<file path="src/rtl/i2c_pkg.sv">
// Shared state encoding and framing constants for the I2C write master.
package i2c_pkg;

  typedef enum logic [2:0] {
    ST_IDLE,
    ST_START,
    ST_BIT,
    ST_STOP,
    ST_DONE
  } state_e;

  typedef logic [1:0] qtr_t;

  localparam qtr_t Q0 = 2'd0;
  localparam qtr_t Q1 = 2'd1;
  localparam qtr_t Q2 = 2'd2;
  localparam qtr_t Q3 = 2'd3;

  localparam int START_QTRS    = 2;
  localparam int STOP_QTRS     = 3;
  localparam int BITS_PER_BYTE = 9;

endpackage

</file>
<file path="src/rtl/i2c_tick_gen.sv">
// SCL quarter-period divider: one-cycle tick every QTR_CYCLES clocks,
// cleared by restart, frozen by hold.
module i2c_tick_gen #(
  parameter int QTR_CYCLES = 125
) (
  input  logic clk,
  input  logic reset_n,
  input  logic restart,
  input  logic hold,
  output logic tick
);

  localparam int CNT_W = $clog2(QTR_CYCLES);
  localparam logic [CNT_W-1:0] CNT_LAST = CNT_W'(QTR_CYCLES - 1);

  logic [CNT_W-1:0] cnt;

  assign tick = ~restart & ~hold & (cnt == CNT_LAST);

  always_ff @(posedge clk or negedge reset_n) begin
    if (!reset_n)              cnt <= '0;
    else if (restart)          cnt <= '0;
    else if (hold)             cnt <= cnt;
    else if (cnt == CNT_LAST)  cnt <= '0;
    else                       cnt <= cnt + CNT_W'(1);
  end

endmodule

</file>
<file path="src/rtl/i2c_write_engine.sv">
// I2C write master: START, address+W, 0..MAX_BYTES payload bytes with ACK
// checking, STOP. Optional clock stretching via `define I2C_CLK_STRETCH_EN.
module i2c_write_engine
  import i2c_pkg::*;
#(
  parameter int QTR_CYCLES = 125,
  parameter int MAX_BYTES  = 4,
  parameter int LEN_W      = $clog2(MAX_BYTES + 1)
) (
  input  logic                   clk,
  input  logic                   reset_n,
  input  logic                   start,
  input  logic [6:0]             dev_address,
  input  logic [8*MAX_BYTES-1:0] wr_data,
  input  logic [LEN_W-1:0]       wr_len,
  input  logic                   sda_in,
  input  logic                   scl_in,
  output logic                   sda_oe,
  output logic                   scl_oe,
  output logic                   busy,
  output logic                   done,
  output logic                   nack,
  output logic [LEN_W-1:0]       nack_index
);

  localparam int         SR_W       = 8 * (MAX_BYTES + 1);
  localparam logic [3:0] LAST_BIT   = 4'(BITS_PER_BYTE - 1);
  localparam qtr_t       START_LAST = qtr_t'(START_QTRS - 1);
  localparam qtr_t       STOP_LAST  = qtr_t'(STOP_QTRS - 1);

  state_e           state, state_nx;
  qtr_t             qtr;
  logic [3:0]       bit_cnt;
  logic [LEN_W-1:0] byte_idx, len_q, len_clip;
  logic [SR_W-1:0]  sr;
  logic             ack_q;
  logic             tick, hold, restart, scl_free;

  assign len_clip = (wr_len > LEN_W'(MAX_BYTES)) ? LEN_W'(MAX_BYTES) : wr_len;
  assign restart  = (state == ST_IDLE) || (state == ST_DONE);
  assign busy     = ~restart;
  assign done     = (state == ST_DONE);

  // Phases where the master has SCL released and a slave may stretch it
  assign scl_free = ((state == ST_BIT) && qtr[1]) || ((state == ST_STOP) && (qtr == Q1));

`ifdef I2C_CLK_STRETCH_EN
  assign hold = scl_free & ~scl_in;
`else
  logic unused_stretch;
  assign hold           = 1'b0;
  assign unused_stretch = scl_in ^ scl_free;
`endif

  i2c_tick_gen #(.QTR_CYCLES(QTR_CYCLES)) u_tick (
    .clk     (clk),
    .reset_n (reset_n),
    .restart (restart),
    .hold    (hold),
    .tick    (tick)
  );

  always_ff @(posedge clk or negedge reset_n) begin
    if (!reset_n) state <= ST_IDLE;
    else          state <= state_nx;
  end

  always_comb begin
    state_nx = state;
    sda_oe   = 1'b0;
    scl_oe   = 1'b0;
    case (state)
      ST_IDLE:  if (start) state_nx = ST_START;
      ST_START: begin
        sda_oe = 1'b1;
        scl_oe = (qtr == Q1);
        if (tick && qtr == START_LAST) state_nx = ST_BIT;
      end
      ST_BIT: begin
        scl_oe = ~qtr[1];
        sda_oe = (bit_cnt == LAST_BIT) ? 1'b0 : ~sr[SR_W-1];
        if (tick && qtr == Q3 && bit_cnt == LAST_BIT && (ack_q || byte_idx == len_q))
          state_nx = ST_STOP;
      end
      ST_STOP: begin
        scl_oe = (qtr == Q0);
        sda_oe = (qtr != Q2);
        if (tick && qtr == STOP_LAST) state_nx = ST_DONE;
      end
      ST_DONE:  state_nx = ST_IDLE;
      default:  state_nx = ST_IDLE;
    endcase
  end

  // Bit/byte counters and the address+payload shift register (MSB on the wire first)
  always_ff @(posedge clk or negedge reset_n) begin
    if (!reset_n) begin
      qtr        <= Q0;
      bit_cnt    <= '0;
      byte_idx   <= '0;
      len_q      <= '0;
      sr         <= '0;
      ack_q      <= 1'b0;
      nack       <= 1'b0;
      nack_index <= '0;
    end else if (state == ST_IDLE) begin
      qtr <= Q0;
      if (start) begin
        sr         <= {dev_address, 1'b0, wr_data};
        len_q      <= len_clip;
        bit_cnt    <= '0;
        byte_idx   <= '0;
        nack       <= 1'b0;
        nack_index <= '0;
      end
    end else if (tick) begin
      qtr <= (state_nx != state) ? Q0 : qtr + 2'd1;
      if (state == ST_BIT) begin
        if (qtr == Q2) ack_q <= sda_in;
        if (qtr == Q3) begin
          if (bit_cnt == LAST_BIT) begin
            bit_cnt  <= '0;
            byte_idx <= byte_idx + LEN_W'(1);
            if (ack_q) begin
              nack       <= 1'b1;
              nack_index <= byte_idx;
            end
          end else begin
            bit_cnt <= bit_cnt + 4'd1;
            sr      <= {sr[SR_W-2:0], 1'b0};
          end
        end
      end
    end
  end

endmodule

</file>
<file path="config.mk">
export PLATFORM = sky130hd
export DESIGN_NAME = i2c_write_engine
export DESIGN_NICKNAME = d
export VERILOG_FILES = /design/src/rtl/i2c_pkg.sv /design/src/rtl/i2c_tick_gen.sv /design/src/rtl/i2c_write_engine.sv
export SDC_FILE = /design/constraint.sdc
export NUM_CORES = 1
export LEC_CHECK = 0
export ABC_CLOCK_PERIOD_IN_PS = 3400
export BUFFER_PORTS_ARGS = -buffer_cell sky130_fd_sc_hd__clkbuf_2
export CORE_MARGIN = 3
export CORE_UTILIZATION = 55
export DETAILED_ROUTE_END_ITERATION = 10
export HOLD_SLACK_MARGIN = 0.15
export PLACE_DENSITY = 0.78
export SYNTH_ARGS = -nofsm -noshare
export SYNTH_HDL_FRONTEND = slang
export SYNTH_SLANG_ARGS = --single-unit
export TNS_END_PERCENT = 1
</file>
<file path="constraint.sdc">
create_clock -name clk -period 3.4 [get_ports clk]
set_input_delay 0.51 -clock clk [delete_from_list [all_inputs] [get_ports clk]]
set_output_delay 0.51 -clock clk [all_outputs]
set_load 0.02 [all_outputs]
</file>
==> impl_metrics.json <==
{
  "cp-end-kind": "flip-flop",
  "place.gp.congestion": 0.8094,
  "cp-start-kind": "flip-flop",
  "p_int_mw": 1.302,
  "synthXorXnorAreaFrac_pct": 2.063,
  "clock_latency_ns": 0.34,
  "nets": 444,
  "worstPathArrival_ns": 3.01,
  "synth_top_area_cell": "dfrtp_1",
  "dr.pass1.iters": 4,
  "numCtsBuffers": 9,
  "final_cell_mix": "dfrtp_1 (67), clkbuf_2 (52), nor2_1 (51), a21oi_1 (42), mux2i_1 (41)",
  "slowest_delay_ns": 1.05,
  "h-tree-depth": 3,
  "p_total_mw": 1.626,
  "cp_max_fo": 30,
  "fmax_ghz": 0.3640,
  "cts_buffer_depth": 2,
  "drt_iter0_markers": 179,
  "p_sw_share_pct": 19.93,
  "rows": 27,
  "hp-class": "in -> async",
  "cts_sinks": 67,
  "drc": 0,
  "path_class": "reg -> reg",
  "grt_pass1_wl_um": 12050,
  "multiInputGateArea_um2": 1593,
  "area_growth_syn_to_layout_pct": 16.18,
  "ys_types": 49,
  "synthMuxAreaShare_pct": 13.08,
  "path_cells": "nand4bb_1 -> o41ai_4 -> buf_4 -> nor2_1 -> a21oi_1",
  "tns_ns": 0,
  "io_pins": 55,
  "io_buffers": 53,
  "antenna_found_initial": 0,
  "synth_area_leaders": "dfrtp_1 (49%), mux2i_1 (12%), a21oi_1 (6.2%)",
  "ant_nets": 0,
  "relSlewSlack_pct": 23.11,
  "p_seq_share_pct": 49.1,
  "dieArea_um2": 7153,
  "setup_viol": 0,
  "synth_top_area_share_pct": 49.37,
  "drt-total-wl_um": 6887,
  "ys.flop_type": "dfrtp_1",
  "slew_viol_final": 0,
  "cts_resized": 0,
  "die_x_um": 84.58,
  "p_sw_mw": 0.3242,
  "vias": 2575,
  "grt_max_degree": 44,
  "maxCapViolCount": 0,
  "synth_area_um2": 3396,
  "clkPwrFrac_pct": 48.0,
  "wl_per_cell_um": 14.84,
  "power_frac_comb_pct": 2.9,
  "core_um2": 5743,
  "rsz0062_at_grt": "no",
  "power_density_nw_per_um2": 412.2,
  "syn-instance-count": 335,
  "viasPerCell": 5.550,
  "worstPathRequired_ns": 3.67,
  "max_slew.worst_pin.slew_ns": 1.149,
  "synth_warnings": 0,
  "register_area_um2": 1677,
  "min_period_ns": 2.747,
  "nFillCells": 460,
  "initial_core_util_pct": 59.13,
  "cts_tree": "done",
  "synth_nets": 391,
  "layout-drive-gt1-share_pct": 20.66,
  "synthArstFlopShare_pct": 100.0,
  "slowest_stage": "o41ai_4",
  "overflow": 0,
  "synth-compound-area-share_pct": 11.90,
  "synth-simple-area-share_pct": 16.03,
  "antenna_cells": 0,
  "die-height_um": 84.58,
  "post_cts_buffers": 0,
  "final_util_pct": 68.69,
  "synth_edf_count": 0,
  "synth_fa_ha_area_share_pct": 3.316,
  "clock-root-buffer": "clkbuf_8",
  "finalCritPeriodShare_pct": 80.80,
  "synth_top_family_by_area": "simple AND/OR/NAND/NOR gates",
  "final_common_cell": "dfrtp_1",
  "ir_worst_vdd_mv": 0.3353,
  "postCtsHoldBufs": 0,
  "grt_util_all_layers_pct": 20.80,
  "first_global_vias": 2668,
  "hpwl_um": 4879,
  "p_leak_nw": 1.823,
  "status": "finished, final reports clean",
  "seq_area_frac_synth_pct": 49.37,
  "skew_ns": 0.007945,
  "cts.clk_slew.worst_paths_ns": 0.07,
  "ys_ff_latch": 67,
  "synth_area_per_cell_um2": 10.14,
  "finalHoldViolCount": 0
}
==> per-stage QoR <==
stage,setup slack [ns],std cells,instance area (um2),hold slack (ns)
floorplan,1.555,335,3396,0.2144
global placement,0.7727,449,3715,0.4721
detailed placement,0.6935,449,3715,0.4753
CTS,0.6722,464,3945,0.3487
global route,0.3834,464,3945,0.3987
finish,0.6527,464,3945,0.3220
==> critical path: cells and delay by family (launching register included) <==
| family | cells | cell delay (ns) |
|---|---|---|
| AND/OR/NAND/NOR | 2 | 0.48 |
| AO/OA/AOI/OAI | 2 | 1.18 |
| buffers and inverters | 1 | 0.44 |
| flip-flops | 1 | 0.55 |
==> sequential cells by signal (all words and copies together) (netlist names) <==
signal	count
qtr	2
sr	40
nack_index	3
nack	1
bit_cnt	4
len_q	3
ack_q	1
state	3
byte_idx	3
u_tick.cnt	7
==> synth_stat cells (2+ instances only) <==
cell type / n
o211ai_1: 2
nor4_1: 4
inv_1: 12
buf_2: 7
nand3_1: 5
and4_1: 2
a21o_1: 2
clkbuf_1: 6
and3_1: 2
mux2i_1: 41
o31ai_1: 2
nor2_1: 51
nor3_1: 3
a22o_1: 2
nand2_1: 20
mux2_2: 3
buf_6: 3
nor2b_1: 3
xnor2_1: 4
xor2_1: 4
a21oi_1: 42
and2_1: 4
nand2b_1: 4
ha_1: 9
o21ai_0: 7
dfrtp_1: 67
nor3_2: 2
==> power by group through the flow <==
stage	logic, mW	registers, mW	clock network (mW)
floorplan	0.00379	0.814	0
global placement	0.0478	0.814	0
detailed placement	0.0487	0.814	0
CTS	0.0490	0.798	0.790
global route	0.0547	0.798	0.833
finish	0.0473	0.798	0.781
==> metal layers <==
metal	vias to the layer above	track usage [%]	routed length, um
li1	1272	-	-
met5	-	0	0
met2	50	34.16	3434
met1	1242	26.67	3015
met3	11	5.496	352
met4	0	7.194	85
==> cells by family after synthesis <==
logic type                 after synthesis
DFF                                     67
xor gates and xnor gates                 8
AOI/OAI and AO/OA                       68
adders and majority gates                9
muxes                                   44
and+or+nand+nor                        110
buffers and inverters                   29
==> layout make-up <==
class / count / share of cell area (%)
inverter: 12 / 1.142
clock buffer: 10 / 3.235
tap: 72 / 2.284
clock inverter: 5 / 2.601
sequential: 67 / 42.50
multi-input combinational: 239 / 40.37
timing repair buffer: 59 / 7.866
==> worst paths after layout <==
path	cells after the start	startpoint	to	slack [ns]
min in group clk	3	wr_len[2]	len_q[2]	0.39
worst max register to register	5	state[0]	sr[38]	0.65
max in group asynchronous	2	reset_n	u_tick.cnt[6]	2.31
worst max-delay path	5	state[0]	sr[38]	0.65
worst min-delay path	1	reset_n	nack_index[2]	0.32
worst min register to register	2	sr[31]	sr[32]	0.49
No activity file was read; power rests on OpenSTA's default activity.
